**src/rtl/serial_adder_pkg.sv**
```systemverilog
// Shared types for the bit-serial adder: FSM state encoding.
package serial_adder_pkg;

  typedef enum logic [1:0] {
    IDLE   = 2'd0,
    SHIFT  = 2'd1,
    FINISH = 2'd2
  } state_t;

endpackage

```
**src/rtl/serial_adder_full_adder.sv**
```systemverilog
// Single-bit full adder cell used by the serial adder datapath.
module full_adder (
  input  logic a,
  input  logic b,
  input  logic cin,
  output logic s,
  output logic cout
);

  assign s    = a ^ b ^ cin;
  assign cout = (a & b) | (a & cin) | (b & cin);

endmodule

```
**src/rtl/serial_adder.sv**
```systemverilog
// Bit-serial adder: one full_adder cell steps LSB-first through WIDTH bits.
//
// state  | meaning
// IDLE   | waiting for start; operands captured on the accepting edge
// SHIFT  | one bit per cycle through the full_adder, WIDTH cycles
// FINISH | result registered; returns to IDLE next edge
module serial_adder
  import serial_adder_pkg::*;
#(
  parameter int WIDTH = 8
) (
  input  logic             clk,
  input  logic             rst_n,
  input  logic             start,
  input  logic [WIDTH-1:0] a,
  input  logic [WIDTH-1:0] b,
  input  logic             cin,
  output logic             busy,
  output logic             done,
  output logic [WIDTH-1:0] sum,
  output logic             cout
);

  localparam int CW = $clog2(WIDTH + 1);
  localparam logic [CW-1:0] LAST_BIT = CW'(WIDTH - 1);

  state_t           state;
  logic [WIDTH-1:0] a_sr;
  logic [WIDTH-1:0] b_sr;
  logic [WIDTH-1:0] res_sr;
  logic             carry;
  logic [CW-1:0]    cnt;
  logic             fa_s;
  logic             fa_co;

  full_adder u_fa (
    .a    (a_sr[0]),
    .b    (b_sr[0]),
    .cin  (carry),
    .s    (fa_s),
    .cout (fa_co)
  );

  // busy/done are registered views of the state, so they trail it by one
  // cycle; this is what gives the WIDTH+1 done latency.
  always_ff @(posedge clk or negedge rst_n) begin
    if (!rst_n) begin
      state  <= IDLE;
      a_sr   <= '0;
      b_sr   <= '0;
      res_sr <= '0;
      carry  <= 1'b0;
      cnt    <= '0;
      busy   <= 1'b0;
      done   <= 1'b0;
      sum    <= '0;
      cout   <= 1'b0;
    end else begin
      busy <= (state == SHIFT);
      done <= (state == FINISH);
      case (state)
        IDLE: begin
          if (start) begin
            a_sr   <= a;
            b_sr   <= b;
            carry  <= cin;
            cnt    <= '0;
            res_sr <= '0;
            state  <= SHIFT;
          end
        end
        SHIFT: begin
          res_sr <= {fa_s, res_sr[WIDTH-1:1]};
          carry  <= fa_co;
          a_sr   <= a_sr >> 1;
          b_sr   <= b_sr >> 1;
          cnt    <= cnt + CW'(1);
          // Last bit: publish the assembled word directly from the cell output.
          if (cnt == LAST_BIT) begin
            sum   <= {fa_s, res_sr[WIDTH-1:1]};
            cout  <= fa_co;
            state <= FINISH;
          end
        end
        FINISH: begin
          state <= IDLE;
        end
        default: begin
          state <= IDLE;
        end
      endcase
    end
  end

endmodule

```
**config.mk**
```make
export PLATFORM = sky130hd
export DESIGN_NAME = serial_adder
export DESIGN_NICKNAME = d
export VERILOG_FILES = /design/src/rtl/serial_adder_pkg.sv /design/src/rtl/serial_adder_full_adder.sv /design/src/rtl/serial_adder.sv
export SDC_FILE = /design/constraint.sdc
export NUM_CORES = 1
export LEC_CHECK = 0
export BUFFER_PORTS_ARGS = -buffer_cell sky130_fd_sc_hd__buf_2
export CAP_MARGIN = 20
export CORE_MARGIN = 2
export CORE_UTILIZATION = 29
export CTS_BUF_LIST = sky130_fd_sc_hd__clkbuf_8
export DETAILED_ROUTE_END_ITERATION = 7
export GPL_ROUTABILITY_DRIVEN = 0
export SYNTH_ARGS = -nofsm -noshare
export SYNTH_HDL_FRONTEND = slang
export SYNTH_SLANG_ARGS = --single-unit
```
**constraint.sdc**
```tcl
create_clock -name clk -period 1.7 [get_ports clk]
set_input_delay 0.51 -clock clk [delete_from_list [all_inputs] [get_ports clk]]
set_output_delay 0.51 -clock clk [all_outputs]
set_load 0.01 [all_outputs]
```
==> reports/metrics.json, run 1 <==
{
  "logic_synthesis": {
    "synth_top_cells_by_count": "sky130_fd_sc_hd__dfrtp_1 (41), sky130_fd_sc_hd__a21oi_1 (18), sky130_fd_sc_hd__nor2b_1 (18), sky130_fd_sc_hd__o21ai_0 (17), sky130_fd_sc_hd__a22oi_1 (14)",
    "count_of_distinct_cell_types_in_the_synthesized_netlist": 23,
    "syn_nets": 179,
    "postSynthCellCount": 157,
    "yosysSeqAreaShare_pct": 57.38,
    "syn_area_um2": 1788,
    "synth.most_common_cell": "sky130_fd_sc_hd__dfrtp_1",
    "synthDominantAreaCellType": "sky130_fd_sc_hd__dfrtp_1",
    "synth-async-reset-ratio_pct": 100.0,
    "post_synth.cell_area_avg_um2": 11.39,
    "synth-edff-count": 0,
    "synthTopCellsByArea": "sky130_fd_sc_hd__dfrtp_1 (57%), sky130_fd_sc_hd__mux2_2 (6.3%), sky130_fd_sc_hd__nor2b_1 (6.3%)",
    "dominantRegCellSynth": "sky130_fd_sc_hd__dfrtp_1",
    "synth.yosys.warnings": 0,
    "synth_top_cell_area_share_pct": 57.38,
    "ys_ff_latch": 41
  },
  "route": {
    "drtIter0Drc": 45,
    "route.detailed.drc": 0,
    "count_of_nets_left_with_antenna_violations_after_detail_routing": 0,
    "vias": 1303,
    "drt-pass1-iter-count": 4,
    "vias_per_cell": 4.880,
    "wl_final_um": 3860,
    "wl_per_cell_um": 14.46
  },
  "sta": {
    "maxSlewHeadroom_pct": 66.80,
    "final.min_clock_period_ps": 1595,
    "setup_viol": 0,
    "final_total_negative_setup_slack_ps": 0,
    "worst_clock_skew_ps": 7.724,
    "final_hold_violation_count": 0,
    "final.hold.worst_slack_ps": 143.5,
    "worst_pin_slew_ps": 496.4,
    "achievable-frequency_mhz": 626.9,
    "setup_ws_ps": 104.9,
    "drv_slew": 0,
    "setup_repair_after_global_routing_missed_its_margin": "no",
    "finalCritPeriodShare_pct": 93.83
  },
  "floorplanning": {
    "die_width_um": 82.52,
    "floorplan.rows": 28,
    "initial_core_utilization_pct": 30.02,
    "total_i_o_pin_count": 31,
    "die-height_um": 82.52,
    "die_area_um2": 6810,
    "placeableCoreArea_um2": 5956
  },
  "placement": {
    "io_buf_count": 30,
    "preCtsSetupSlack_ps": 119.1,
    "dp_hpwl_um": 2542
  },
  "clock_network": {
    "tritoncts_clock_tree": "built",
    "post_cts_hold_buffer_count": 0,
    "cts.reportedPaths.clkPinSlew_ps": 80,
    "clock_tree.buffer_depth": 2,
    "root_buffer": "sky130_fd_sc_hd__clkbuf_8",
    "cts_made_buffers": 5,
    "h-tree-depth": 2,
    "cts_num_sinks": 41,
    "number_of_buffers_inserted_to_repair_setup_after_cts": 0,
    "worst_skew_pair.late_latency_ps": 300,
    "cts_resized": 0
  },
  "final_layout": {
    "layout.core_utilization_pct": 36.93,
    "fillerInstances": 607,
    "drive_gt1_share_pct": 29.69,
    "insertedDiodeCount": 0,
    "number_of_nets_in_the_finished_design": 213,
    "area_growth_syn_to_layout_pct": 23.02,
    "ff_latch_area_um2": 1026,
    "multi_input_comb_area_um2": 714.4
  },
  "setup_path": {
    "element_type_at_the_critical_path_start": "flip-flop",
    "worstReg2RegStart": "cnt[0]",
    "cp_data_arrival_time_ps": 1770,
    "rr_endpoint": "sum[5]",
    "cp-end-kind": "flip-flop",
    "cp_max_fo": 10,
    "rr_worst_depth": 4,
    "worstPathRequired_ps": 1880,
    "cp-startpoint": "cnt[0]",
    "critPathCapture": "sum[5]",
    "reg2reg_setup_slack_ps": 100,
    "type_of_the_worst_setup_path": "reg -> reg"
  },
  "global_routing": {
    "grt_first_pass_wirelength_um": 6389,
    "grt_use_total_pct": 12.69,
    "first_global_vias": 1277,
    "grt_antenna_before_repair": 0,
    "grt-ovfl-total": 0,
    "grt_max_degree": 26
  },
  "pwr": {
    "cellLeakagePower_nw": 1.010,
    "power.ir.vdd_worst_uv": 1051,
    "power.density_cell_area_nw_per_um2": 1801,
    "design_power_total_mw": 3.961
  },
  "hold_path": {
    "worst_hold_path_type": "in -> async"
  },
  "job": {
    "max_cap_viol_count": 0
  },
  "outcome": {
    "run_status": "finished, final reports clean"
  }
}
==> stage by stage <==
step,area [um^2],instances
2_1_floorplan,1788,157
3_3_place_gp,2066,259
3_5_place_dp,2066,259
4_1_cts,2200,267
5_1_grt,2200,267
6_report,2200,267
==> area by class of cell <==
type | count | share of cell area [%]
inverters | 1 | 0.1706
repair buffers | 37 | 10.35
well taps | 75 | 4.266
clock buffers | 5 | 3.129
multi-input cells | 105 | 32.48
clock inverters | 3 | 2.958
flip-flops and latches | 41 | 46.64
==> layer usage <==
layer  vias to the layer above  GRT usage [%]  part of all wire (%)
met1                       631          18.00                    51
met2                        27          18.06                    43
met4                         0          5.410                   1.7
met5                         -              0                     0
li1                        637              -                     -
met3                         8          3.478                   4.4
==> placed cells by master (no fill, tap or decap), types with 2 or more instances in the layout <==
master	count
sky130_fd_sc_hd__dfrtp_1	41
sky130_fd_sc_hd__buf_2	30
sky130_fd_sc_hd__mux2_2	10
sky130_fd_sc_hd__o21ai_0	17
sky130_fd_sc_hd__nand2_1	6
sky130_fd_sc_hd__nor2_1	2
sky130_fd_sc_hd__a22oi_1	14
sky130_fd_sc_hd__a21oi_1	18
sky130_fd_sc_hd__buf_4	5
sky130_fd_sc_hd__clkbuf_8	5
sky130_fd_sc_hd__bufinv_16	2
sky130_fd_sc_hd__nor2b_1	18
sky130_fd_sc_hd__nand3_1	3
sky130_fd_sc_hd__a22o_1	9
sky130_fd_sc_hd__buf_12	2
==> where the power goes <==
part	leakage (nW)	internal (mW)	total, mW	switching, mW
logic	0.409	0.679	1.39	0.716
registers	0.533	1.36	1.63	0.270
clock network	0.0681	0.583	0.932	0.349
==> worst max-delay path, stage by stage (launching register included) <==
cell and delay [ps]:
sky130_fd_sc_hd__dfrtp_1 390, sky130_fd_sc_hd__ha_1 190, sky130_fd_sc_hd__nand2_1 100, sky130_fd_sc_hd__nor3_4 410
sky130_fd_sc_hd__mux2_2 390
==> state kept, by name (all words and copies together) (netlist names), 2 cells and up <==
signal  flops
a_sr        8
b_sr        8
sum         8
res_sr      7
cnt         4
state       2
==> kinds of logic after synthesis <==
family / Yosys count / synth area share (%)
AO/OA/AOI/OAI: 60 / 20.78
multiplexers: 10 / 6.298
buffers and inverters: 11 / 2.659
flip-flops: 41 / 57.38
AND/OR/NAND/NOR: 33 / 11.06
adder cells (fa/ha/maj): 2 / 1.819
==> worst min-delay path by stage <==
| stage | startpoint | endpoint | slack (ps) | cells after the start |
|---|---|---|---|---|
| after global placement | rst_n | a_sr[2] | 480 | 1 |
| after CTS | rst_n | a_sr[5] | 150 | 1 |
| after detailed placement | rst_n | a_sr[5] | 480 | 1 |
| after floorplan | rst_n | a_sr[0] | 210 | 0 |
| final | rst_n | a_sr[5] | 140 | 1 |
| after global routing | rst_n | a_sr[5] | 170 | 1 |
Power figures use the tool's default switching activity.
==> run 2, diff against run 1 <==
--- a/config.mk
+++ b/config.mk
@@ -12,6 +12,7 @@
 export CTS_BUF_LIST = sky130_fd_sc_hd__clkbuf_8
 export DETAILED_ROUTE_END_ITERATION = 7
 export GPL_ROUTABILITY_DRIVEN = 0
+export REMOVE_ABC_BUFFERS = 1
 export SYNTH_ARGS = -nofsm -noshare
 export SYNTH_HDL_FRONTEND = slang
 export SYNTH_SLANG_ARGS = --single-unit
==> constraint.sdc (replaced) <==
create_clock -name clk -period 1.7 [get_ports clk]
set_input_delay 0.255 -clock clk [delete_from_list [all_inputs] [get_ports clk]]
set_output_delay 0.255 -clock clk [all_outputs]
set_load 0.01 [all_outputs]
==> run 2 against run 1 <==
Power fell by 7.4%. Routed wire length is 4.4% lower. Via count shrank 0.92%. Critical path depth increased by 1. Register-to-register slack improved by 120 ps. Clock skew down 0.89 ps. Count of clock-buffer cells in the layout is 1 higher. Core utilization down 0.50 points. Sequential cell count unchanged. Setup slack gained 120 ps. Fmax grew 8.5%. Sequential share of layout area grew 0.65 points. Critical endpoint is now sum[0]. Largest power group unchanged. Highest routed layer unchanged.
==> reports/metrics.json, run 2 (synthesized netlist as in run 1, its figures left out) <==
{
  "outcome": {
    "run_status": "finished, final reports clean"
  },
  "route": {
    "vias": {"value": 1291, "change": "-0.92%"},
    "vias_per_cell": {"value": 4.764, "change": "-2.4%"},
    "wl_per_cell": {"value": 13.62, "unit": "um", "change": "-5.8%"},
    "drtIter0Drc": {"value": 89, "change": "+98%"},
    "drt-pass1-iter-count": {"value": 4, "change": "unchanged"},
    "count_of_nets_left_with_antenna_violations_after_detail_routing": {"value": 0, "change": "unchanged"},
    "wl_final": {"value": 3692, "unit": "um", "change": "-4.4%"},
    "route.detailed.drc": {"value": 0, "change": "unchanged"}
  },
  "setup_path": {
    "critical_path_slowest_stage_cell": "sky130_fd_sc_hd__dfrtp_1",
    "type_of_the_worst_setup_path": "reg -> reg",
    "cp_data_arrival_time": {"value": 1660, "unit": "ps", "change": "-110 ps"},
    "worstPathRequired": {"value": 1890, "unit": "ps", "change": "about the same"},
    "cp_max_fo": {"value": 10, "change": "unchanged"},
    "cp-end-kind": "flip-flop",
    "element_type_at_the_critical_path_start": "flip-flop",
    "slowest_delay": {"value": 380, "unit": "ps", "change": "-30 ps"},
    "path_cells": "ha_1 -> nand2_1 -> nor3_4 -> buf_4 -> mux2_2"
  },
  "floorplanning": {
    "initial_core_utilization": {"value": 30.02, "unit": "%", "change": "unchanged"},
    "total_i_o_pin_count": {"value": 31, "change": "unchanged"},
    "die_area": {"value": 6810, "unit": "um^2", "change": "unchanged"},
    "placeableCoreArea": {"value": 5956, "unit": "um^2", "change": "unchanged"},
    "die-height": {"value": 82.52, "unit": "um", "change": "unchanged"},
    "die_width": {"value": 82.52, "unit": "um", "change": "unchanged"},
    "floorplan.rows": {"value": 28, "change": "unchanged"}
  },
  "global_routing": {
    "grt.met3_usage": {"value": 3.370, "unit": "%", "change": "-0.11 points"},
    "grt_antenna_before_repair": {"value": 0, "change": "unchanged"},
    "grt-ovfl-total": {"value": 0, "change": "unchanged"},
    "grt_max_degree": {"value": 25, "change": "-3.8%"},
    "grt_first_pass_wirelength": {"value": 6210, "unit": "um", "change": "-2.8%"},
    "globalRouteMet2Util": {"value": 18.39, "unit": "%", "change": "+0.32 points"},
    "grt_use_total": {"value": 12.15, "unit": "%", "change": "-0.54 points"},
    "met1_usage": {"value": 16.63, "unit": "%", "change": "-1.4 points"},
    "busiest_layer": "met2",
    "first_global_vias": {"value": 1268, "change": "-0.70%"}
  },
  "clock_network": {
    "cts.reportedPaths.clkPinSlew": {"value": 80, "unit": "ps", "change": "about the same"},
    "h-tree-depth": {"value": 2, "change": "unchanged"},
    "cts_made_buffers": {"value": 5, "change": "unchanged"},
    "worst_skew_pair.late_latency": {"value": 300, "unit": "ps", "change": "about the same"},
    "tritoncts_clock_tree": "built",
    "clock_tree.buffer_depth": {"value": 2, "change": "unchanged"},
    "root_buffer": "sky130_fd_sc_hd__clkbuf_8",
    "cts_num_sinks": {"value": 41, "change": "unchanged"}
  },
  "final_layout": {
    "number_of_nets_in_the_finished_design": {"value": 217, "change": "+1.9%"},
    "highest_count_cells_in_the_layout_ignoring_fill_and_taps": "sky130_fd_sc_hd__dfrtp_1 (41), sky130_fd_sc_hd__buf_2 (30), sky130_fd_sc_hd__nor2b_1 (18), sky130_fd_sc_hd__a21oi_1 (18), sky130_fd_sc_hd__o21ai_0 (17)",
    "largest_registers": "a_sr x8, b_sr x8, sum x8",
    "drive_gt1_share": {"value": 30.61, "unit": "%", "change": "+0.92 points"},
    "area_growth_syn_to_layout_pct": 21.34,
    "fillerInstances": {"value": 591, "change": "-2.6%"},
    "mostFrequentLayoutCell": "sky130_fd_sc_hd__dfrtp_1",
    "insertedDiodeCount": {"value": 0, "change": "unchanged"}
  },
  "pwr": {
    "design_power_total": {"value": 3.669, "unit": "mW", "change": "-7.4%"},
    "power.density_cell_area": {"value": 1691, "unit": "nW/um^2", "change": "-6.1%"},
    "power.ir.vdd_worst": {"value": 695.2, "unit": "uV", "change": "-34%"},
    "cellLeakagePower": {"value": 1.002, "unit": "nW", "change": "-0.84%"}
  },
  "sta": {
    "achievable-frequency": {"value": 680.0, "unit": "MHz", "change": "+8.5%"},
    "setup_repair_after_global_routing_missed_its_margin": "no",
    "worst_clock_skew": {"value": 6.829, "unit": "ps", "change": "-0.8944 ps"},
    "maxSlewHeadroom": {"value": 64.78, "unit": "%", "change": "-2.0 points"},
    "finalCritPeriodShare": {"value": 86.50, "unit": "%", "change": "-7.3 points"},
    "final_hold_violation_count": {"value": 0, "change": "unchanged"},
    "drv_slew": {"value": 0, "change": "unchanged"},
    "final.hold.worst_slack": {"value": 234.9, "unit": "ps", "change": "+91.38 ps"},
    "final_total_negative_setup_slack": {"value": 0, "unit": "ps", "change": "unchanged"},
    "worst_pin_slew": {"value": 528.3, "unit": "ps", "change": "+31.89 ps"},
    "final.min_clock_period": {"value": 1471, "unit": "ps", "change": "-124.5 ps"},
    "setup_viol": {"value": 0, "change": "unchanged"}
  },
  "job": {
    "max_cap_viol_count": {"value": 0, "change": "unchanged"}
  },
  "placement": {
    "dp_hpwl": {"value": 2492, "unit": "um", "change": "-2.0%"},
    "io_buf_count": {"value": 30, "change": "unchanged"}
  },
  "hold_path": {
    "worst_hold_path_type": "in -> reg"
  }
}
==> run 2: path summary, 6_finish.rpt <==
kind | start | endpoint | slack (ps) | cells past startpoint
max | cnt[1] | sum[0] | 230 | 5
min | cin | carry | 230 | 3
max reg2reg | cnt[1] | sum[0] | 230 | 5
min reg2reg | b_sr[6] | b_sr[6] | 490 | 2
max in group asynchronous | rst_n | cnt[3] | 650 | 3
min in group asynchronous | rst_n | sum[5] | 460 | 2
==> run 2: final cells by class <==
cell class,count,area (um^2),share of cell area [%]
Sequential cell,41,1026,47.29
Timing Repair Buffer,41,235.2,10.84
Clock buffer,6,82.58,3.806
Multi-Input combinational cell,105,714.4,32.93
Tap cell,75,93.84,4.325
Inverter,1,3.754,0.1730
Clock inverter,2,13.76,0.6344
==> run 2: layer usage <==
metal	routed length (um)	up-vias
met5	0	-
met4	58	0
met3	169	7
met2	1663	26
met1	1801	615
li1	-	643
==> run 2: repair_timing <==
item	4_1_cts	5_1_grt
endpoints found under the hold margin	22	0
hold buffers	1	0
setup buffers	0	0
resized for setup	0	0
==> run 2: worst max-delay path, delay by kind of cell, from the launching register on <==
family	cells	cell delay, ps
simple gates	2	220
buf+inv	1	210
flops	1	380
fa+ha+maj	1	190
mux	1	350
==> run 2: per-stage QoR <==
step / instances / setup slack (ps) / instance area, um^2 / util, %
2_1_floorplan: 147 / 32.57 / 1744 / -
3_3_place_gp: 262 / 290.0 / 2063 / 34.64
3_5_place_dp: 262 / 244.7 / 2063 / 34.64
4_1_cts: 271 / 225.8 / 2170 / 36.43
5_1_grt: 271 / 101.3 / 2170 / 36.43
6_report: 271 / 229.5 / 2170 / 36.43
==> run 2: power breakdown <==
| group | switching (mW) | leakage (nW) | internal (mW) |
|---|---|---|---|
| Sequential | 0.274 | 0.533 | 1.36 |
| Clock | 0.351 | 0.0512 | 0.329 |
| Combinational | 0.687 | 0.417 | 0.664 |
==> run 3, diff against run 2 <==
--- a/config.mk
+++ b/config.mk
@@ -15,4 +15,5 @@
 export REMOVE_ABC_BUFFERS = 1
 export SYNTH_ARGS = -nofsm -noshare
 export SYNTH_HDL_FRONTEND = slang
+export SYNTH_HIERARCHICAL = 1
 export SYNTH_SLANG_ARGS = --single-unit
==> run 3 against run 2 <==
Die area fell by 0.67%. Fmax is 4.9% higher. Synthesized cell count shrank 0.64%. Register-to-register slack better by 70 ps. First-iteration DRC count fell by 6.7%. Combinational power barely moved. Routed wire length decreased by 2.3%. Cell count increased by 0.37%. Highest routed layer unchanged. Core utilization increased by 0.36 points.
==> reports/metrics.json, run 3 <==
{
  "outcome": {
    "run_status": "finished, final reports clean"
  },
  "logic_synthesis": {
    "synth_top_cells_by_count": "sky130_fd_sc_hd__dfrtp_1 (41), sky130_fd_sc_hd__o21ai_0 (17), sky130_fd_sc_hd__a21oi_1 (16), sky130_fd_sc_hd__nor2b_1 (15), sky130_fd_sc_hd__a22oi_1 (13)",
    "count_of_distinct_cell_types_in_the_synthesized_netlist": {"value": 22, "change": "-4.3%"},
    "synth-async-reset-ratio": {"value": 100.0, "unit": "%", "change": "unchanged"},
    "post_synth.cell_area_avg": {"value": 11.38, "unit": "um^2", "change": "about the same"},
    "synthDominantAreaCellType": "sky130_fd_sc_hd__dfrtp_1",
    "dominantRegCellSynth": "sky130_fd_sc_hd__dfrtp_1",
    "synth-edff-count": {"value": 0, "change": "unchanged"},
    "postSynthCellCount": {"value": 156, "change": "-0.64%"},
    "synth.yosys.warnings": {"value": 6, "change": "+6"},
    "ys_ff_latch": {"value": 41, "change": "unchanged"},
    "syn_area": {"value": 1775, "unit": "um^2", "change": "-0.70%"},
    "synth_top_cell_area_share": {"value": 57.79, "unit": "%", "change": "+0.40 points"},
    "synth.most_common_cell": "sky130_fd_sc_hd__dfrtp_1",
    "yosysSeqAreaShare": {"value": 57.79, "unit": "%", "change": "+0.40 points"},
    "synthTopCellsByArea": "sky130_fd_sc_hd__dfrtp_1 (58%), sky130_fd_sc_hd__mux2_2 (6.3%), sky130_fd_sc_hd__a22oi_1 (5.5%)"
  },
  "sta": {
    "setup_ws": {"value": 298.8, "unit": "ps", "change": "+69.30 ps"},
    "setup_repair_after_global_routing_missed_its_margin": "no",
    "final.min_clock_period": {"value": 1401, "unit": "ps", "change": "-69.30 ps"},
    "achievable-frequency": {"value": 713.7, "unit": "MHz", "change": "+4.9%"},
    "maxSlewHeadroom": {"value": 69.91, "unit": "%", "change": "+5.1 points"},
    "setup_viol": {"value": 0, "change": "unchanged"},
    "worst_clock_skew": {"value": 6.104, "unit": "ps", "change": "-0.7260 ps"},
    "drv_slew": {"value": 0, "change": "unchanged"},
    "finalCritPeriodShare": {"value": 82.43, "unit": "%", "change": "-4.1 points"},
    "final_hold_violation_count": {"value": 0, "change": "unchanged"},
    "worst_pin_slew": {"value": 451.4, "unit": "ps", "change": "-76.92 ps"},
    "final_total_negative_setup_slack": {"value": 0, "unit": "ps", "change": "unchanged"}
  },
  "clock_network": {
    "tritoncts_clock_tree": "built",
    "root_buffer": "sky130_fd_sc_hd__clkbuf_8",
    "cts_resized": {"value": 0, "change": "unchanged"},
    "cts.reportedPaths.clkPinSlew": {"value": 80, "unit": "ps", "change": "about the same"},
    "number_of_buffers_inserted_to_repair_setup_after_cts": {"value": 0, "change": "unchanged"},
    "post_cts_hold_buffer_count": {"value": 1, "change": "unchanged"},
    "clock_tree.buffer_depth": {"value": 2, "change": "unchanged"},
    "worst_skew_pair.late_latency": {"value": 300, "unit": "ps", "change": "about the same"},
    "cts_num_sinks": {"value": 41, "change": "unchanged"},
    "h-tree-depth": {"value": 2, "change": "unchanged"},
    "cts_made_buffers": {"value": 5, "change": "unchanged"}
  },
  "route": {
    "drtIter0Drc": {"value": 83, "change": "-6.7%"},
    "vias_per_cell": {"value": 4.765, "change": "about the same"},
    "top_signal_layer_used": "met4",
    "route.detailed.drc": {"value": 0, "change": "unchanged"},
    "vias": {"value": 1296, "change": "+0.39%"},
    "met1Wirelength": {"value": 1687, "unit": "um", "change": "-6.3%"},
    "wl_met2": {"value": 1670, "unit": "um", "change": "+0.42%"},
    "drt-pass1-iter-count": {"value": 4, "change": "unchanged"},
    "wire_length_on_met3": {"value": 174, "unit": "um", "change": "+3.0%"},
    "count_of_nets_left_with_antenna_violations_after_detail_routing": {"value": 0, "change": "unchanged"},
    "wl_per_cell": {"value": 13.26, "unit": "um", "change": "-2.6%"},
    "wl_final": {"value": 3608, "unit": "um", "change": "-2.3%"}
  },
  "setup_path": {
    "cp-end-kind": "flip-flop",
    "cp_max_fo": {"value": 5, "change": "-5"},
    "reg2reg_setup_slack": {"value": 300, "unit": "ps", "change": "+70 ps"},
    "worstPathRequired": {"value": 1890, "unit": "ps", "change": "about the same"},
    "cp_data_arrival_time": {"value": 1590, "unit": "ps", "change": "-70 ps"},
    "type_of_the_worst_setup_path": "reg -> reg",
    "element_type_at_the_critical_path_start": "flip-flop"
  },
  "floorplanning": {
    "floorplan.rows": {"value": 28, "change": "unchanged"},
    "die_width": {"value": 82.25, "unit": "um", "change": "-0.33%"},
    "die_area": {"value": 6764, "unit": "um^2", "change": "-0.67%"},
    "initial_core_utilization": {"value": 29.99, "unit": "%", "change": "-0.034 points"},
    "total_i_o_pin_count": {"value": 31, "change": "unchanged"},
    "die-height": {"value": 82.25, "unit": "um", "change": "-0.33%"},
    "placeableCoreArea": {"value": 5921, "unit": "um^2", "change": "-0.59%"}
  },
  "final_layout": {
    "area_growth_syn_to_layout_pct": 22.69,
    "insertedDiodeCount": {"value": 0, "change": "unchanged"},
    "fillerInstances": {"value": 611, "change": "+3.4%"},
    "number_of_nets_in_the_finished_design": {"value": 218, "change": "+0.46%"},
    "highest_count_cells_in_the_layout_ignoring_fill_and_taps": "sky130_fd_sc_hd__dfrtp_1 (41), sky130_fd_sc_hd__buf_2 (30), sky130_fd_sc_hd__o21ai_0 (17), sky130_fd_sc_hd__a21oi_1 (16), sky130_fd_sc_hd__nor2b_1 (15)",
    "mostFrequentLayoutCell": "sky130_fd_sc_hd__dfrtp_1",
    "drive_gt1_share": {"value": 31.47, "unit": "%", "change": "+0.86 points"},
    "largest_registers": "a_sr x8, b_sr x8, sum x8"
  },
  "pwr": {
    "cellLeakagePower": {"value": 1.012, "unit": "nW", "change": "+1.1%"},
    "power.ir.vdd_worst": {"value": 700.5, "unit": "uV", "change": "+0.76%"},
    "power.density_cell_area": {"value": 1669, "unit": "nW/um^2", "change": "-1.3%"}
  },
  "global_routing": {
    "grt_antenna_before_repair": {"value": 0, "change": "unchanged"},
    "grt_first_pass_wirelength": {"value": 6230, "unit": "um", "change": "+0.32%"},
    "grt_use_total": {"value": 12.47, "unit": "%", "change": "+0.32 points"},
    "grt_max_degree": {"value": 26, "change": "+4.0%"},
    "first_global_vias": {"value": 1305, "change": "+2.9%"},
    "grt-ovfl-total": {"value": 0, "change": "unchanged"}
  },
  "placement": {
    "io_buf_count": {"value": 30, "change": "unchanged"},
    "preCtsSetupSlack": {"value": 287.7, "unit": "ps", "change": "+42.92 ps"},
    "dp_hpwl": {"value": 2491, "unit": "um", "change": "about the same"}
  },
  "hold_path": {
    "worst_hold_path_type": "in -> reg"
  },
  "job": {
    "max_cap_viol_count": {"value": 0, "change": "unchanged"}
  }
}
run 3: per-stage QoR:
| step | util, % | std cells | hold slack (ps) | instance area (um^2) | total power, mW |
|---|---|---|---|---|---|
| 2_1_floorplan | - | 146 | -40.59 | 1735 | 2.485 |
| 3_3_place_gp | 35.16 | 263 | 238.7 | 2082 | 3.023 |
| 3_5_place_dp | 35.16 | 263 | 228.8 | 2082 | 3.048 |
| 4_1_cts | 36.79 | 272 | 228.1 | 2178 | 3.688 |
| 5_1_grt | 36.79 | 272 | 249.4 | 2178 | 3.952 |
| 6_report | 36.79 | 272 | 234.4 | 2178 | 3.636 |
run 3: critical path, cell delays in order, from the launching register on:
cell and delay, ps:
sky130_fd_sc_hd__dfrtp_1 380, sky130_fd_sc_hd__ha_1 180, sky130_fd_sc_hd__nand2_1 100, sky130_fd_sc_hd__nor3_4 130, sky130_fd_sc_hd__buf_4 170, sky130_fd_sc_hd__mux2_2 320
run 3: final timing paths:
kind	from	end	cells past startpoint
setup / recovery	cnt[0]	cout	5
hold / removal	a[5]	a_sr[5]	3
setup reg to reg	cnt[0]	cout	5
hold reg to reg	b_sr[6]	b_sr[6]	2
max in group asynchronous	rst_n	a_sr[0]	3
min in group asynchronous	rst_n	b_sr[4]	2
run 3: logic make-up (layout without fill, tap and decap cells):
family | count (synthesis) | in the layout | synth area share, %
buf+inv | 11 | 52 | 2.466
fa+ha+maj | 2 | 2 | 1.832
flops | 41 | 41 | 57.79
mux | 10 | 10 | 6.343
compound gates | 57 | 57 | 19.94
simple gates | 35 | 35 | 11.63
run 3: final cells by class:
| cell class | count | area, um^2 | area share, % |
|---|---|---|---|
| inverter | 1 | 3.754 | 0.1723 |
| clock buffer | 5 | 68.82 | 3.159 |
| multi-input combinational | 104 | 705.7 | 32.40 |
| timing repair buffer | 43 | 262.8 | 12.06 |
| clock inverter | 3 | 17.52 | 0.8041 |
| sequential | 41 | 1026 | 47.10 |
| tap | 75 | 93.84 | 4.308 |
run 3: report_power, final:
group	switching, mW	total [mW]	internal [mW]
clock network	0.347	0.630	0.283
logic	0.693	1.38	0.682
registers	0.264	1.63	1.37
total	1.30	3.64	2.33
run 3: layer usage:
layer	global-route usage, %	vias to the layer above
li1	-	638
met1	16.35	623
met2	18.95	27
met3	3.478	8
met4	6.000	0
met5	0	-
